--- src/rtl/exec_pkg.sv ---
// Shared opcodes, forwarding-select codes and FSM states for the multi-cycle execute stage.
package exec_pkg;

    localparam logic [3:0] OP_NOR  = 4'b0000;
    localparam logic [3:0] OP_SLT  = 4'b0001;
    localparam logic [3:0] OP_ADD  = 4'b0010;
    localparam logic [3:0] OP_AND  = 4'b0011;
    localparam logic [3:0] OP_MUL  = 4'b0100;
    localparam logic [3:0] OP_SUB  = 4'b0110;
    localparam logic [3:0] OP_OR   = 4'b0111;
    localparam logic [3:0] OP_DIVU = 4'b1000;
    localparam logic [3:0] OP_REMU = 4'b1001;

    localparam logic [1:0] FWD_RF  = 2'b00;
    localparam logic [1:0] FWD_MEM = 2'b01;
    localparam logic [1:0] FWD_WB  = 2'b10;

    typedef enum logic [1:0] {
        ST_IDLE = 2'd0,
        ST_MUL  = 2'd1,
        ST_DIV  = 2'd2
    } state_t;

    function automatic logic is_multicycle(input logic [3:0] op);
        return (op == OP_MUL) || (op == OP_DIVU) || (op == OP_REMU);
    endfunction

endpackage

--- src/rtl/iter_muldiv.sv ---
// Iterative shift-add multiplier and restoring unsigned divider, one bit per cycle over XLEN cycles.
module iter_muldiv #(
    parameter int XLEN = 32
) (
    input  logic            clk,
    input  logic            rst,
    input  logic            start,
    input  logic            is_div,
    input  logic [XLEN-1:0] a,
    input  logic [XLEN-1:0] b,
    input  logic            flush,
    output logic            done,
    output logic [XLEN-1:0] prod_lo,
    output logic [XLEN-1:0] quot,
    output logic [XLEN-1:0] rem
);

    localparam int CW = $clog2(XLEN);

    logic            r_busy;
    logic            r_is_div;
    logic [CW-1:0]   r_cnt;
    logic [XLEN-1:0] r_mcand;
    logic [XLEN-1:0] r_mplier;
    logic [XLEN-1:0] r_acc;
    logic [XLEN-1:0] r_rem;
    logic [XLEN-1:0] r_quot;
    logic [XLEN-1:0] r_divisor;

    logic [XLEN-1:0] w_acc_next;
    logic [XLEN:0]   w_trial;
    logic [XLEN:0]   w_diff;
    logic            w_qbit;
    logic [XLEN-1:0] w_rem_next;
    logic [XLEN-1:0] w_quot_next;

    // Outputs are the post-step values so the final step can be captured on the done edge.
    always_comb begin
        w_acc_next  = r_mplier[0] ? (r_acc + r_mcand) : r_acc;
        w_trial     = {r_rem, r_quot[XLEN-1]};
        w_diff      = w_trial - {1'b0, r_divisor};
        w_qbit      = ~w_diff[XLEN];
        w_rem_next  = w_qbit ? w_diff[XLEN-1:0] : w_trial[XLEN-1:0];
        w_quot_next = {r_quot[XLEN-2:0], w_qbit};
    end

    assign done    = r_busy && (r_cnt == '0);
    assign prod_lo = w_acc_next;
    assign quot    = w_quot_next;
    assign rem     = w_rem_next;

    always_ff @(posedge clk) begin
        if (rst) begin
            r_busy    <= 1'b0;
            r_is_div  <= 1'b0;
            r_cnt     <= '0;
            r_mcand   <= '0;
            r_mplier  <= '0;
            r_acc     <= '0;
            r_rem     <= '0;
            r_quot    <= '0;
            r_divisor <= '0;
        end else if (flush) begin
            r_busy <= 1'b0;
            r_cnt  <= '0;
        end else if (start && !r_busy) begin
            r_busy    <= 1'b1;
            r_is_div  <= is_div;
            r_cnt     <= CW'(XLEN - 1);
            r_mcand   <= a;
            r_mplier  <= b;
            r_acc     <= '0;
            r_rem     <= '0;
            r_quot    <= a;
            r_divisor <= b;
        end else if (r_busy) begin
            if (r_is_div) begin
                r_rem  <= w_rem_next;
                r_quot <= w_quot_next;
            end else begin
                r_acc    <= w_acc_next;
                r_mcand  <= {r_mcand[XLEN-2:0], 1'b0};
                r_mplier <= {1'b0, r_mplier[XLEN-1:1]};
            end
            if (r_cnt == '0) begin
                r_busy <= 1'b0;
            end else begin
                r_cnt <= r_cnt - 1'b1;
            end
        end
    end

endmodule

--- src/rtl/exec_unit_mc.sv ---
// Multi-cycle execute stage: forwarding muxes, single-cycle ALU, registered results and
// an iterative MUL/DIVU/REMU path behind a valid/ready handshake.
module exec_unit_mc
    import exec_pkg::*;
#(
    parameter int XLEN   = 32,
    parameter int REG_AW = 5
) (
    input  logic              clk,
    input  logic              rst,
    input  logic              in_valid,
    output logic              in_ready,
    input  logic [3:0]        alu_op,
    input  logic              alu_src,
    input  logic              reg_dst,
    input  logic [XLEN-1:0]   rs_data,
    input  logic [XLEN-1:0]   rt_data,
    input  logic [XLEN-1:0]   imm,
    input  logic [REG_AW-1:0] rd_addr,
    input  logic [REG_AW-1:0] rt_addr,
    input  logic [1:0]        fwd_rs,
    input  logic [1:0]        fwd_rt,
    input  logic [XLEN-1:0]   fwd_mem_data,
    input  logic [XLEN-1:0]   fwd_wb_data,
    input  logic              flush,
    output logic              out_valid,
    output logic [XLEN-1:0]   out_result,
    output logic [XLEN-1:0]   out_store_data,
    output logic [REG_AW-1:0] out_dest,
    output logic              out_zero,
    output logic              out_multicycle,
    output logic              busy
);

    state_t            r_state;
    state_t            w_state_next;
    logic [REG_AW-1:0] r_dest_lat;
    logic [XLEN-1:0]   r_w_lat;
    logic              r_is_rem;
    logic              r_out_valid;
    logic [XLEN-1:0]   r_out_result;
    logic [XLEN-1:0]   r_out_store_data;
    logic [REG_AW-1:0] r_out_dest;
    logic              r_out_zero;
    logic              r_out_multicycle;

    logic [XLEN-1:0]   w_a;
    logic [XLEN-1:0]   w_w;
    logic [XLEN-1:0]   w_b;
    logic [XLEN-1:0]   w_alu;
    logic [REG_AW-1:0] w_dest;
    logic              w_accept;
    logic              w_start;
    logic              w_done;
    logic [XLEN-1:0]   w_prod;
    logic [XLEN-1:0]   w_quot;
    logic [XLEN-1:0]   w_rem;
    logic [XLEN-1:0]   w_mc_result;

    assign in_ready = (r_state == ST_IDLE);
    assign busy     = (r_state != ST_IDLE);
    assign w_accept = in_valid && in_ready && !flush;
    assign w_start  = w_accept && is_multicycle(alu_op);
    assign w_dest   = reg_dst ? rd_addr : rt_addr;

    always_comb begin
        case (fwd_rs)
            FWD_MEM: w_a = fwd_mem_data;
            FWD_WB:  w_a = fwd_wb_data;
            default: w_a = rs_data;
        endcase
        case (fwd_rt)
            FWD_MEM: w_w = fwd_mem_data;
            FWD_WB:  w_w = fwd_wb_data;
            default: w_w = rt_data;
        endcase
        w_b = alu_src ? imm : w_w;
    end

    always_comb begin
        case (alu_op)
            OP_NOR:  w_alu = ~(w_a | w_b);
            OP_SLT:  w_alu = {{(XLEN-1){1'b0}}, ($signed(w_a) < $signed(w_b))};
            OP_ADD:  w_alu = w_a + w_b;
            OP_SUB:  w_alu = w_a - w_b;
            OP_AND:  w_alu = w_a & w_b;
            OP_OR:   w_alu = w_a | w_b;
            default: w_alu = '0;
        endcase
    end

    iter_muldiv #(.XLEN(XLEN)) u_iter (
        .clk     (clk),
        .rst     (rst),
        .start   (w_start),
        .is_div  (alu_op != OP_MUL),
        .a       (w_a),
        .b       (w_b),
        .flush   (flush),
        .done    (w_done),
        .prod_lo (w_prod),
        .quot    (w_quot),
        .rem     (w_rem)
    );

    assign w_mc_result = (r_state == ST_MUL) ? w_prod : (r_is_rem ? w_rem : w_quot);

    always_ff @(posedge clk) begin
        if (rst) begin
            r_state <= ST_IDLE;
        end else begin
            r_state <= w_state_next;
        end
    end

    always_comb begin
        w_state_next = r_state;
        if (flush) begin
            w_state_next = ST_IDLE;
        end else begin
            case (r_state)
                ST_IDLE: begin
                    if (w_accept && alu_op == OP_MUL) begin
                        w_state_next = ST_MUL;
                    end else if (w_accept && (alu_op == OP_DIVU || alu_op == OP_REMU)) begin
                        w_state_next = ST_DIV;
                    end
                end
                ST_MUL, ST_DIV: begin
                    if (w_done) begin
                        w_state_next = ST_IDLE;
                    end
                end
                default: w_state_next = ST_IDLE;
            endcase
        end
    end

    // Flush suppresses both a new single-cycle result and a finishing iterative one.
    always_ff @(posedge clk) begin
        if (rst) begin
            r_dest_lat       <= '0;
            r_w_lat          <= '0;
            r_is_rem         <= 1'b0;
            r_out_valid      <= 1'b0;
            r_out_result     <= '0;
            r_out_store_data <= '0;
            r_out_dest       <= '0;
            r_out_zero       <= 1'b1;
            r_out_multicycle <= 1'b0;
        end else begin
            r_out_valid <= 1'b0;
            if (w_start) begin
                r_dest_lat <= w_dest;
                r_w_lat    <= w_w;
                r_is_rem   <= (alu_op == OP_REMU);
            end
            if (!flush) begin
                if (w_accept && !w_start) begin
                    r_out_valid      <= 1'b1;
                    r_out_result     <= w_alu;
                    r_out_store_data <= w_w;
                    r_out_dest       <= w_dest;
                    r_out_zero       <= (w_alu == '0);
                    r_out_multicycle <= 1'b0;
                end else if (busy && w_done) begin
                    r_out_valid      <= 1'b1;
                    r_out_result     <= w_mc_result;
                    r_out_store_data <= r_w_lat;
                    r_out_dest       <= r_dest_lat;
                    r_out_zero       <= (w_mc_result == '0);
                    r_out_multicycle <= 1'b1;
                end
            end
        end
    end

    assign out_valid      = r_out_valid;
    assign out_result     = r_out_result;
    assign out_store_data = r_out_store_data;
    assign out_dest       = r_out_dest;
    assign out_zero       = r_out_zero;
    assign out_multicycle = r_out_multicycle;

endmodule

--- config.mk ---
export PLATFORM = sky130hd
export DESIGN_NAME = exec_unit_mc
export DESIGN_NICKNAME = d
export VERILOG_FILES = /design/src/rtl/exec_pkg.sv /design/src/rtl/iter_muldiv.sv /design/src/rtl/exec_unit_mc.sv
export SDC_FILE = /design/constraint.sdc
export NUM_CORES = 1
export LEC_CHECK = 0
export BUFFER_PORTS_ARGS = -buffer_cell sky130_fd_sc_hd__buf_2
export CORE_MARGIN = 2
export CORE_UTILIZATION = 50
export CTS_CLUSTER_DIAMETER = 60
export DETAILED_ROUTE_END_ITERATION = 7
export PLACE_DENSITY = 0.71
export SLEW_MARGIN = 20
export SYNTH_ARGS = -nofsm -noshare
export SYNTH_HDL_FRONTEND = slang
export SYNTH_SLANG_ARGS = --single-unit
--- constraint.sdc ---
create_clock -name clk -period 20.5 [get_ports clk]
set_clock_uncertainty 0.1 [all_clocks]
set_input_delay 5.125 -clock clk [delete_from_list [all_inputs] [get_ports clk]]
set_output_delay 5.125 -clock clk [all_outputs]
set_load 0.02 [all_outputs]
Word level (Yosys, flattened, before mapping) --
Index checks and enable logic that the tools add are counted.
Word-level totals: output and inout bits 74, bits of input ports 184, bits in registers 311
Cells by class: reductions and logical operators 32, $lt $le $gt $ge 1, equality and inequality tests 19, $add $sub $neg 5, mux-type cells 46, bitwise gates (word level) 5
Operator list (count):
- $mux W32 | 24
- $pmux W32 S6 | 1
- $pmux W32 S2 | 2
- $add A32 B32 Y32 | 2
- $logic_not A32 Y1 | 2
- $sub A33 B32 Y33 | 1
- $and A32 B32 Y32 | 1
- $lt A32 B32 Y1 | 1
- $not A32 Y32 | 1
- $or A32 B32 Y32 | 1
- $sub A32 B32 Y32 | 1
- $mux W5 | 6
- $eq A4 B3 Y1 const B | 3
- $logic_and A1 B1 Y1 | 9
- $mux W1 | 9
- $eq A4 B2 Y1 const B | 2
- $eq A4 B4 Y1 const B | 2
- $reduce_and A2 Y1 | 4
- $reduce_bool A2 Y1 | 4
- $eq A2 B1 Y1 const B | 3
- $eq A2 B2 Y1 const B | 3
- $mux W2 | 3
- $reduce_and A3 Y1 | 2
- $logic_not A5 Y1 | 1
- other kinds (13) | 20

Longest topological paths before layout --
Gate-level depths: netlist of run 1.
depth in word-level cells 8, gate-level depth with buffers 22, mapped depth without buffers 20

By module --
A second synthesis of run 1 with hierarchy kept.
Unflattened totals: cell total of the unflattened synthesis 3398, area, all modules 24871.4 um2
Modules (own cells, without submodules):
- exec_unit_mc | sequential area each 2242.2 um2, area an instance 12665.9 um2, times used 1, cells an instance 1846
- iter_muldiv | sequential area each 3983.8 um2, area an instance 12205.5 um2, times used 1, cells an instance 1552

Least setup slack after synthesis of run 1 --
No wires, ideal clock.
kind input to register, start input port fwd_rt[0], end register r_out_zero, in the netlist out_zero, arrival time 10268 ps, setup slack 10045 ps, library setup time 87 ps, cell stages on the path 22, path through inv_1 -> ha_1 -> clkbuf_1 -> clkbuf_1 -> nand2_1 -> o21ai_0 -> mux2_2 -> ha_1 -> inv_1 -> fa_1 -> a21o_1 -> a221oi_1 -> o21a_1 -> o21ai_1 -> xor2_1 -> a221o_1 -> or4_1 -> a2111o_1 -> or4_1 -> or4_1 -> o31a_1 -> o31ai_1
Between the ends: cells in the longest elaborated chain, start to end 8
Ends and longest elaborated chain:
- from (decl) | RTL line exec_unit_mc.sv:22 | input logic [1:0] fwd_rt,
- $eq A2 B2 Y1 / $eq A2 B1 Y1 (equally long branches) | RTL line exec_unit_mc.sv:72 | case (fwd_rt)
- $pmux W32 S2 (*) | RTL line exec_unit_mc.sv:72
- $mux W32 (*) | RTL line exec_unit_mc.sv:77 | w_b = alu_src ? imm : w_w;
- named net u_iter.b[0] | RTL line iter_muldiv.sv:10 | input logic [XLEN-1:0] b,
- parallel branches: the longest is 2 deep, another holds $sub A32 B32 Y32
- $pmux W32 S6 (*) | RTL line exec_unit_mc.sv:81 | case (alu_op)
- $logic_not A32 Y1 (*) | RTL line exec_unit_mc.sv:164 | r_out_zero <= (w_alu == '0);
- $mux W1 (*) | RTL line exec_unit_mc.sv:159 | if (w_accept && !w_start) begin
- to (signal assigned) | RTL line exec_unit_mc.sv:164
- to (signal assigned) | RTL line exec_unit_mc.sv:171 | r_out_zero <= (w_mc_result == '0);
- to (decl) | RTL line exec_unit_mc.sv:44 | logic r_out_zero;
Mark *: on every way through the listed nets, which the timed path passes. A chain may end at the register's enable or synchronous reset.

Worst setup path in the final report of run 1 --
Same ends and word-level chain as after synthesis.

==> load_flow_metrics.sql, run 1 <==
INSERT INTO impl_metrics (metric_group, metric, value, unit) VALUES
('timing', 'grt_setup_unrepaired', 'no', ''),
('timing', 'final-setup-viol-count', '0', ''),
('grt', 'antenna_found_initial', '3', ''),
('timing', 'period_minus_slack', '11.26', 'ns'),
('worst_hold_path', 'hold_class', 'reg -> reg', ''),
('clocking', 'worst_skew_late_latency', '0.58', 'ns'),
('synth', 'post-synth-top-count-cell', 'sky130_fd_sc_hd__nand2_1', ''),
('grt', 'number_of_global_route_vias_before_repair', '25170', ''),
('synth', 'synthTopCellsByArea', 'sky130_fd_sc_hd__dfxtp_1 26%, sky130_fd_sc_hd__ha_1 8.8%, sky130_fd_sc_hd__a21oi_1 7.6%, sky130_fd_sc_hd__nand2_1 6.7%, sky130_fd_sc_hd__nor2_1 6.2%', ''),
('worst_setup_path', 'critPathMaxFanout', '64', ''),
('route', 'avgViaCountPerCell', '6.61', ''),
('clocking', 'clk_pin_slew_worst_paths', '0.06', 'ns'),
('route', 'detail_route.iter0.violations', '2941', ''),
('synth', 'postSynthRegisterBits', '311', ''),
('worst_setup_path', 'cp.arrival', '11.64', 'ns'),
('clocking', 'cts.repair_timing.setup_buffer_count', '0', ''),
('placement', 'buffer_ports.inserted', '257', ''),
('finish', 'postLayoutCoreUtil', '56.4', '%'),
('route', 'wl', '105000', 'microns'),
('clocking', 'post_cts_sizing_count', '0', ''),
('pwr', 'power_leakage', '10.9', 'nW'),
('timing', 'share_of_the_clock_period_used_by_the_worst_path', '54.9', '%'),
('synth', 'ys_seq_area_share', '25.9', '%'),
('grt', 'gr-usage-all-layers', '41.1', '%'),
('worst_hold_path', 'timing.hold.worst.start', 'out_store_data[27]', ''),
('floorplan', 'floorplan.initialDensity', '50.5', '%'),
('floorplan', 'chipWidth', '223', 'microns'),
('status', 'result_of_the_run', 'finished, final reports clean', ''),
('placement', 'hpwlAfterDp', '78200', 'microns'),
('worst_setup_path', 'required', '20.88', 'ns'),
('placement', 'globalplace.congestion', '1.06', ''),
('timing', 'timing.slew.headroom', '23.0', '%'),
('clocking', 'htreeDepth', '2', ''),
('route', 'wl_per_cell', '26.0', 'microns'),
('grt', 'first_pass_grt_wire_length', '156000', 'microns'),
('route', 'antenna_left', '0', ''),
('finish', 'nets_final', '3754', ''),
('timing', 'timing.final.hold_violations', '0', ''),
('synth', 'number_of_synthesized_flops_with_an_enable_pin', '0', ''),
('worst_setup_path', 'crit_path_start_kind', 'input port', ''),
('job', 'maxCapViolations', '0', ''),
('clocking', 'cts_hold_buf', '0', ''),
('worst_setup_path', 'critical_path_class', 'in -> reg', ''),
('synth', 'post-synth-top-area-cell', 'sky130_fd_sc_hd__dfxtp_1', ''),
('pwr', 'vdd_ir_drop_max', '0.0000709', 'V'),
('timing', 'max_clk_rate', '88.8', 'MHz'),
('floorplan', 'dieArea', '0.0498', 'sq mm'),
('clocking', 'tritoncts', 'built', ''),
('clocking', 'clock_path_buffers', '3', ''),
('finish', 'design_area', '0.0268', 'sq mm'),
('floorplan', 'core_region_area', '0.0475', 'sq mm'),
('timing', 'worst_margin_slew', '1.15', 'ns'),
('synth', 'synthCells', '3311', ''),
('timing', 'fin_tns_setup', '0', 'ns'),
('grt', 'pin_count_of_the_biggest_net_entering_global_routing', '132', ''),
('placement', 'placement.cell_area', '0.0255', 'sq mm'),
('pwr', 'totalPowerFinal', '1.95', 'mW'),
('synth', 'synth_top_area_share', '25.9', '%'),
('clocking', 'root_buffer', 'sky130_fd_sc_hd__clkbuf_16', ''),
('grt', 'overflow', '0', ''),
('synth', 'netlist-cell-type-count', '87', ''),
('worst_setup_path', 'r2r-start', 'u_iter.r_quot[31]', ''),
('worst_setup_path', 'crit_path_start', 'fwd_rt[0]', ''),
('synth', 'syn_area', '0.0240', 'sq mm'),
('pwr', 'power_density', '72.6', 'mW/mm^2'),
('synth', 'ys_warn_count', '0', ''),
('clocking', 'clkSinkCount', '311', ''),
('synth', 'synth_fp_nets', '3668', ''),
('finish', 'post_route_cells_drive_above_1_share', '13.3', '%'),
('synth', 'synth_area_per_cell', '7.25', 'sq um'),
('worst_setup_path', 'crit_path_capture_type', 'flop', '');
==> cell type report <==
cell class	instances	area (sq um)	area share (%)
Multi-Input combinational cell	2594	16300	60.9
Sequential cell	311	6230	23.2
Timing Repair Buffer	291	1550	5.78
Clock buffer	51	1100	4.11
Tap cell	615	769	2.87
Inverter	160	601	2.24
Clock inverter	17	231	0.863
Antenna cell	3	7.51	0.0280
==> logic make-up (layout without fill, tap and decap cells) <==
logic type	after synthesis	in the layout	share of synthesized area, %
compound gates	1143	1143	31.4
xor+xnor	71	71	2.59
fa+ha+maj	173	173	9.14
buf+inv	406	519	6.53
flops	311	311	25.9
mux	93	93	4.18
other cells	0	3	0
simple gates	1114	1114	20.2
==> final timing paths <==
path / endpoint / slack [ns] / depth (start not counted)
max reg2reg: out_zero / 14.52 / 17
max: out_zero / 9.24 / 20
min: out_store_data[27] / 0.35 / 2
min reg2reg: out_store_data[27] / 0.35 / 2
==> layer usage <==
layer / vias to the layer above / share of wire, % / GRT usage (%)
met5: - / 0 / 0
met4: 0 / 8.0 / 27.8
met3: 349 / 8.6 / 6.70
met2: 1550 / 43 / 63.9
met1: 12626 / 40 / 52.4
li1: 12189 / - / -
==> cells in the final DEF (no fill, tap or decap), types with 29 or more instances in the layout <==
cell	Yosys	layout
sky130_fd_sc_hd__nand2_1	427	426
sky130_fd_sc_hd__nor2_1	398	391
sky130_fd_sc_hd__a21oi_1	363	363
sky130_fd_sc_hd__dfxtp_1	311	311
sky130_fd_sc_hd__buf_2	8	256
sky130_fd_sc_hd__ha_1	169	166
sky130_fd_sc_hd__inv_1	159	159
sky130_fd_sc_hd__o21ai_0	140	140
sky130_fd_sc_hd__a22oi_1	138	138
sky130_fd_sc_hd__a221oi_1	92	92
sky130_fd_sc_hd__a31oi_1	79	79
sky130_fd_sc_hd__a211oi_1	65	65
sky130_fd_sc_hd__nor3_1	59	57
sky130_fd_sc_hd__mux2_2	49	49
sky130_fd_sc_hd__a21o_1	47	46
sky130_fd_sc_hd__mux2i_1	43	43
sky130_fd_sc_hd__nand3_1	43	43
sky130_fd_sc_hd__xnor2_1	42	42
sky130_fd_sc_hd__clkbuf_16	0	40
sky130_fd_sc_hd__buf_4	5	34
sky130_fd_sc_hd__nand4_1	31	31
sky130_fd_sc_hd__nor2b_1	32	30
sky130_fd_sc_hd__xor2_1	29	29
sky130_fd_sc_hd__o211ai_1	29	29
==> worst max-delay path, stage by stage <==
cell                        delay (ns)
sky130_fd_sc_hd__buf_2            0.09
sky130_fd_sc_hd__inv_1            0.06
sky130_fd_sc_hd__ha_4             0.70
sky130_fd_sc_hd__o21ai_0          0.29
sky130_fd_sc_hd__mux2_2           0.37
sky130_fd_sc_hd__ha_1             0.26
sky130_fd_sc_hd__inv_1            0.09
sky130_fd_sc_hd__fa_1             0.20
sky130_fd_sc_hd__o21bai_1         0.13
sky130_fd_sc_hd__a2111oi_1        0.83
sky130_fd_sc_hd__nor3_1           0.15
sky130_fd_sc_hd__nor3_1           0.61
sky130_fd_sc_hd__o221a_2          0.31
sky130_fd_sc_hd__o22ai_1          0.10
sky130_fd_sc_hd__or4_1            0.56
sky130_fd_sc_hd__a2111o_1         0.43
sky130_fd_sc_hd__or4_1            0.48
sky130_fd_sc_hd__or4_1            0.50
sky130_fd_sc_hd__o31a_1           0.28
sky130_fd_sc_hd__o31ai_1          0.06
==> flip-flops by register name, indices dropped and copies added, names as in the netlist, 2 cells and up <==
| name | flops |
|---|---|
| out_dest | 5 |
| u_iter.r_mcand | 32 |
| u_iter.r_quot | 32 |
| u_iter.r_rem | 32 |
| r_dest_lat | 5 |
| u_iter.r_mplier | 32 |
| u_iter.r_acc | 32 |
| r_state | 2 |
| r_w_lat | 32 |
| u_iter.r_divisor | 32 |
| out_result | 32 |
| out_store_data | 32 |
| u_iter.r_cnt | 5 |
==> power breakdown <==
part / internal, mW / switching (mW) / total [mW]
sequential: 0.618 / 0.0129 / 0.631
clock: 0.433 / 0.294 / 0.727
combinational: 0.191 / 0.400 / 0.591
total: 1.24 / 0.707 / 1.95
==> per-stage QoR <==
step / setup WS (ns) / hold slack (ns) / std cells
5_1_grt: 8.96 / 0.371 / 4041
6_report: 9.24 / 0.351 / 4042
3_5_place_dp: 8.23 / 0.345 / 3971
2_1_floorplan: 10.05 / 0.336 / 3311
4_1_cts: 8.80 / 0.355 / 4039
3_3_place_gp: 8.35 / 0.340 / 3971
No activity file was read; power rests on OpenSTA's default activity.
==> run 2: changes to the inputs <==
==> constraint.sdc (replaced) <==
create_clock -name clk -period 10.9 [get_ports clk]
set_clock_uncertainty 0.1 [all_clocks]
set_input_delay 2.725 -clock clk [delete_from_list [all_inputs] [get_ports clk]]
set_output_delay 2.725 -clock clk [all_outputs]
set_load 0.02 [all_outputs]
==> run 2 against run 1 <==
  * Critical path type unchanged
  * Clock-buffer cell count grew 4
  * Worst setup slack lost 7.3 ns
  * Highest routed layer is now met5
  * Total power grew 88%
  * Global-route usage shrank 0.41 points
  * Utilization is essentially flat
  * Combinational power grew 90%
  * Sequential power grew 89%
==> load_flow_metrics.sql, run 2 (synthesis results as in run 1) <==
INSERT INTO impl_metrics (metric_group, metric, value, unit) VALUES
('placement', 'hpwlAfterDp', '78500', 'microns'),
('worst_setup_path', 'timing.critical_path.mode_cell', 'sky130_fd_sc_hd__or4_1', ''),
('timing', 'share_of_the_clock_period_used_by_the_worst_path', '81.8', '%'),
('timing', 'worst_margin_slew', '1.12', 'ns'),
('grt', 'pin_count_of_the_biggest_net_entering_global_routing', '131', ''),
('worst_hold_path', 'worst_hold_path.endpoint', 'out_store_data[26]', ''),
('worst_setup_path', 'required', '11.28', 'ns'),
('route', 'wl', '105000', 'microns'),
('worst_setup_path', 'cell_at_the_slowest_stage_of_the_critical_path', 'sky130_fd_sc_hd__a2111oi_1', ''),
('clocking', 'clk_pin_slew_worst_paths', '0.06', 'ns'),
('finish', 'design_area', '0.0268', 'sq mm'),
('worst_hold_path', 'worst_hold_path_cells', '2', ''),
('timing', 'timing.slew.headroom', '24.8', '%'),
('route', 'drc_errors', '0', ''),
('worst_setup_path', 'r2r_setup_slack', '4.85', 'ns'),
('worst_setup_path', 'r2r-start', 'u_iter.r_quot[31]', ''),
('worst_setup_path', 'r2r_cells', '17', ''),
('floorplan', 'boundaryPins', '258', ''),
('grt', 'overflow', '0', ''),
('worst_hold_path', 'timing.hold.worst.start', 'out_store_data[26]', ''),
('floorplan', 'dieHeight', '223', 'microns'),
('timing', 'max_clk_rate', '112', 'MHz'),
('route', 'antenna_left', '0', ''),
('timing', 'fin_tns_setup', '0', 'ns'),
('worst_setup_path', 'cp_num_buf_inv', '4', ''),
('timing', 'period_minus_slack', '8.92', 'ns'),
('clocking', 'cts_hold_buf', '0', ''),
('worst_setup_path', 'critPathMaxFanout', '22', ''),
('route', 'wl_per_cell', '26.0', 'microns'),
('pwr', 'power_density', '136', 'mW/mm^2'),
('worst_setup_path', 'critical_path_class', 'in -> reg', ''),
('floorplan', 'core_region_area', '0.0475', 'sq mm'),
('finish', 'postLayoutCoreUtil', '56.5', '%'),
('worst_hold_path', 'hold_class', 'reg -> reg', ''),
('grt', 'first_pass_grt_wire_length', '155000', 'microns'),
('clocking', 'post_cts_sizing_count', '0', ''),
('finish', 'layout.cells.most_common_list', '426 x sky130_fd_sc_hd__nand2_1, 391 x sky130_fd_sc_hd__nor2_1, 363 x sky130_fd_sc_hd__a21oi_1', ''),
('finish', 'n_fill_cell', '4564', ''),
('timing', 'grt_setup_unrepaired', 'no', ''),
('pwr', 'vdd_ir_drop_max', '0.000118', 'V'),
('route', 'detailed_routing_iterations_pass_1', '6', ''),
('clocking', 'clkSinkCount', '311', ''),
('clocking', 'clock_path_buffers', '3', ''),
('timing', 'timing.final.hold_violations', '0', ''),
('finish', 'post_route_cells_drive_above_1_share', '13.5', '%'),
('clocking', 'tritoncts', 'built', ''),
('route', 'detailroute.via_count', '26959', ''),
('placement', 'globalplace.congestion', '1.04', ''),
('grt', 'gr-usage-all-layers', '40.7', '%'),
('clocking', 'cts_buffers', '41', ''),
('floorplan', 'chipWidth', '223', 'microns'),
('worst_setup_path', 'crit_path_start_kind', 'input port', ''),
('worst_setup_path', 'crit_chain', 'buf_2 > inv_1 > ha_1 > buf_4 > a22oi_1 > o21ai_0 > mux2_2 > inv_1 > ha_1 > nor2b_1 > o2111ai_1 > a2111oi_1 > or3_1 > o221ai_1 > a211o_1 > or4_1 > a2111o_1 > or4_1 > or4_1 > o31a_1 > o31ai_1', ''),
('route', 'detail_route.iter0.violations', '3216', ''),
('finish', 'nets_final', '3757', ''),
('clocking', 'root_buffer', 'sky130_fd_sc_hd__clkbuf_16', ''),
('floorplan', 'core.rowCount', '80', ''),
('finish', 'flow.area_growth_from_synthesis', '11.8', '%'),
('worst_setup_path', 'worst_path_largest_cell_delay', '1.02', 'ns'),
('floorplan', 'dieArea', '0.0498', 'sq mm'),
('timing', 'timing_max_transition_violations_final', '0', ''),
('grt', 'number_of_global_route_vias_before_repair', '24978', ''),
('job', 'maxCapViolations', '0', ''),
('route', 'avgViaCountPerCell', '6.66', ''),
('finish', 'final_common_cell', 'sky130_fd_sc_hd__nand2_1', ''),
('clocking', 'cts.repair_timing.setup_buffer_count', '0', ''),
('finish', 'multiInputGateArea', '0.0163', 'sq mm'),
('worst_setup_path', 'rr_endpoint', 'out_zero', ''),
('clocking', 'worst_skew_late_latency', '0.58', 'ns'),
('worst_setup_path', 'cp.arrival', '9.30', 'ns'),
('finish', 'final-seq-area', '0.00623', 'sq mm'),
('clocking', 'htreeDepth', '2', ''),
('worst_setup_path', 'crit_path_capture_type', 'flop', ''),
('status', 'result_of_the_run', 'finished, final reports clean', ''),
('timing', 'final-setup-viol-count', '0', ''),
('placement', 'buffer_ports.inserted', '257', ''),
('grt', 'antenna_found_initial', '4', ''),
('floorplan', 'floorplan.initialDensity', '50.5', '%'),
('placement', 'placement.cell_area', '0.0255', 'sq mm'),
('worst_setup_path', 'timing.critical_path.max_delay_family', 'compound AO/OA/AOI/OAI gates', ''),
('pwr', 'power_leakage', '10.9', 'nW');
[run 2: cell count changes in the layout (fill, tap and decap cells not counted), sizes merged]
cell      previous run  this run
buf                291       292
bufinv               4         1
clkbuf              51        55
clkinvlp             1         4
diode                3         2
inv                164       165
[run 2: layout make-up]
cell class                      instances  share of cell area (%)
Multi-Input combinational cell       2594                    60.8
Timing Repair Buffer                  292                    5.81
Inverter                              160                    2.24
Clock buffer                           55                    4.35
Tap cell                              615                    2.87
Sequential cell                       311                    23.2
Clock inverter                         18                   0.699
Antenna cell                            2                  0.0186
[run 2: power breakdown]
part | total (mW) | leakage, nW | switching (mW) | internal (mW)
clock | 1.36 | 0.656 | 0.573 | 0.788
sequential | 1.19 | 2.51 | 0.0246 | 1.16
combinational | 1.12 | 7.69 | 0.755 | 0.360
[run 2: routing by layer]
metal	up-vias	part of all wire, %	global-route usage, %
met5	-	0.010	0
met4	2	7.1	26.0
met3	317	8.9	7.07
met2	1603	43	63.6
met1	12827	41	51.9
li1	12210	-	-
[run 2: worst reg2reg max path: stages, from the launching register on]
cell and delay [ns]:
sky130_fd_sc_hd__dfxtp_1 0.50, sky130_fd_sc_hd__inv_1 0.08, sky130_fd_sc_hd__ha_1 0.20, sky130_fd_sc_hd__inv_1 0.07
sky130_fd_sc_hd__fa_1 0.21, sky130_fd_sc_hd__a211oi_1 0.11, sky130_fd_sc_hd__o31ai_1 0.60, sky130_fd_sc_hd__o2111ai_1 0.32
sky130_fd_sc_hd__o31ai_1 0.30, sky130_fd_sc_hd__buf_4 0.19, sky130_fd_sc_hd__mux2_2 0.39, sky130_fd_sc_hd__or2_2 0.52
sky130_fd_sc_hd__a31oi_1 0.26, sky130_fd_sc_hd__o22ai_1 0.12, sky130_fd_sc_hd__o21bai_1 0.41, sky130_fd_sc_hd__nor4_1 1.01
sky130_fd_sc_hd__nand4_1 0.27, sky130_fd_sc_hd__o31ai_1 0.29
[run 2: how the worst max path moves through the flow]
stage / from / to / cells past startpoint
floorplan: fwd_rt[0] / out_zero / 22
global placement: fwd_rt[0] / out_zero / 20
detailed placement: fwd_rt[0] / out_zero / 20
CTS: fwd_rt[0] / out_zero / 20
global route: fwd_rt[1] / out_zero / 21
finish: fwd_rt[1] / out_zero / 21
[run 2: metrics by stage]
stage | instances | setup slack, ns | hold WS (ns) | power [mW]
3_3_place_gp | 3972 | 1.21 | 0.337 | 2.27
3_5_place_dp | 3972 | 1.09 | 0.345 | 2.28
6_report | 4047 | 1.98 | 0.353 | 3.66
5_1_grt | 4046 | 1.66 | 0.371 | 3.79
2_1_floorplan | 3311 | 2.85 | 0.336 | 1.92
4_1_cts | 4045 | 1.64 | 0.354 | 3.63
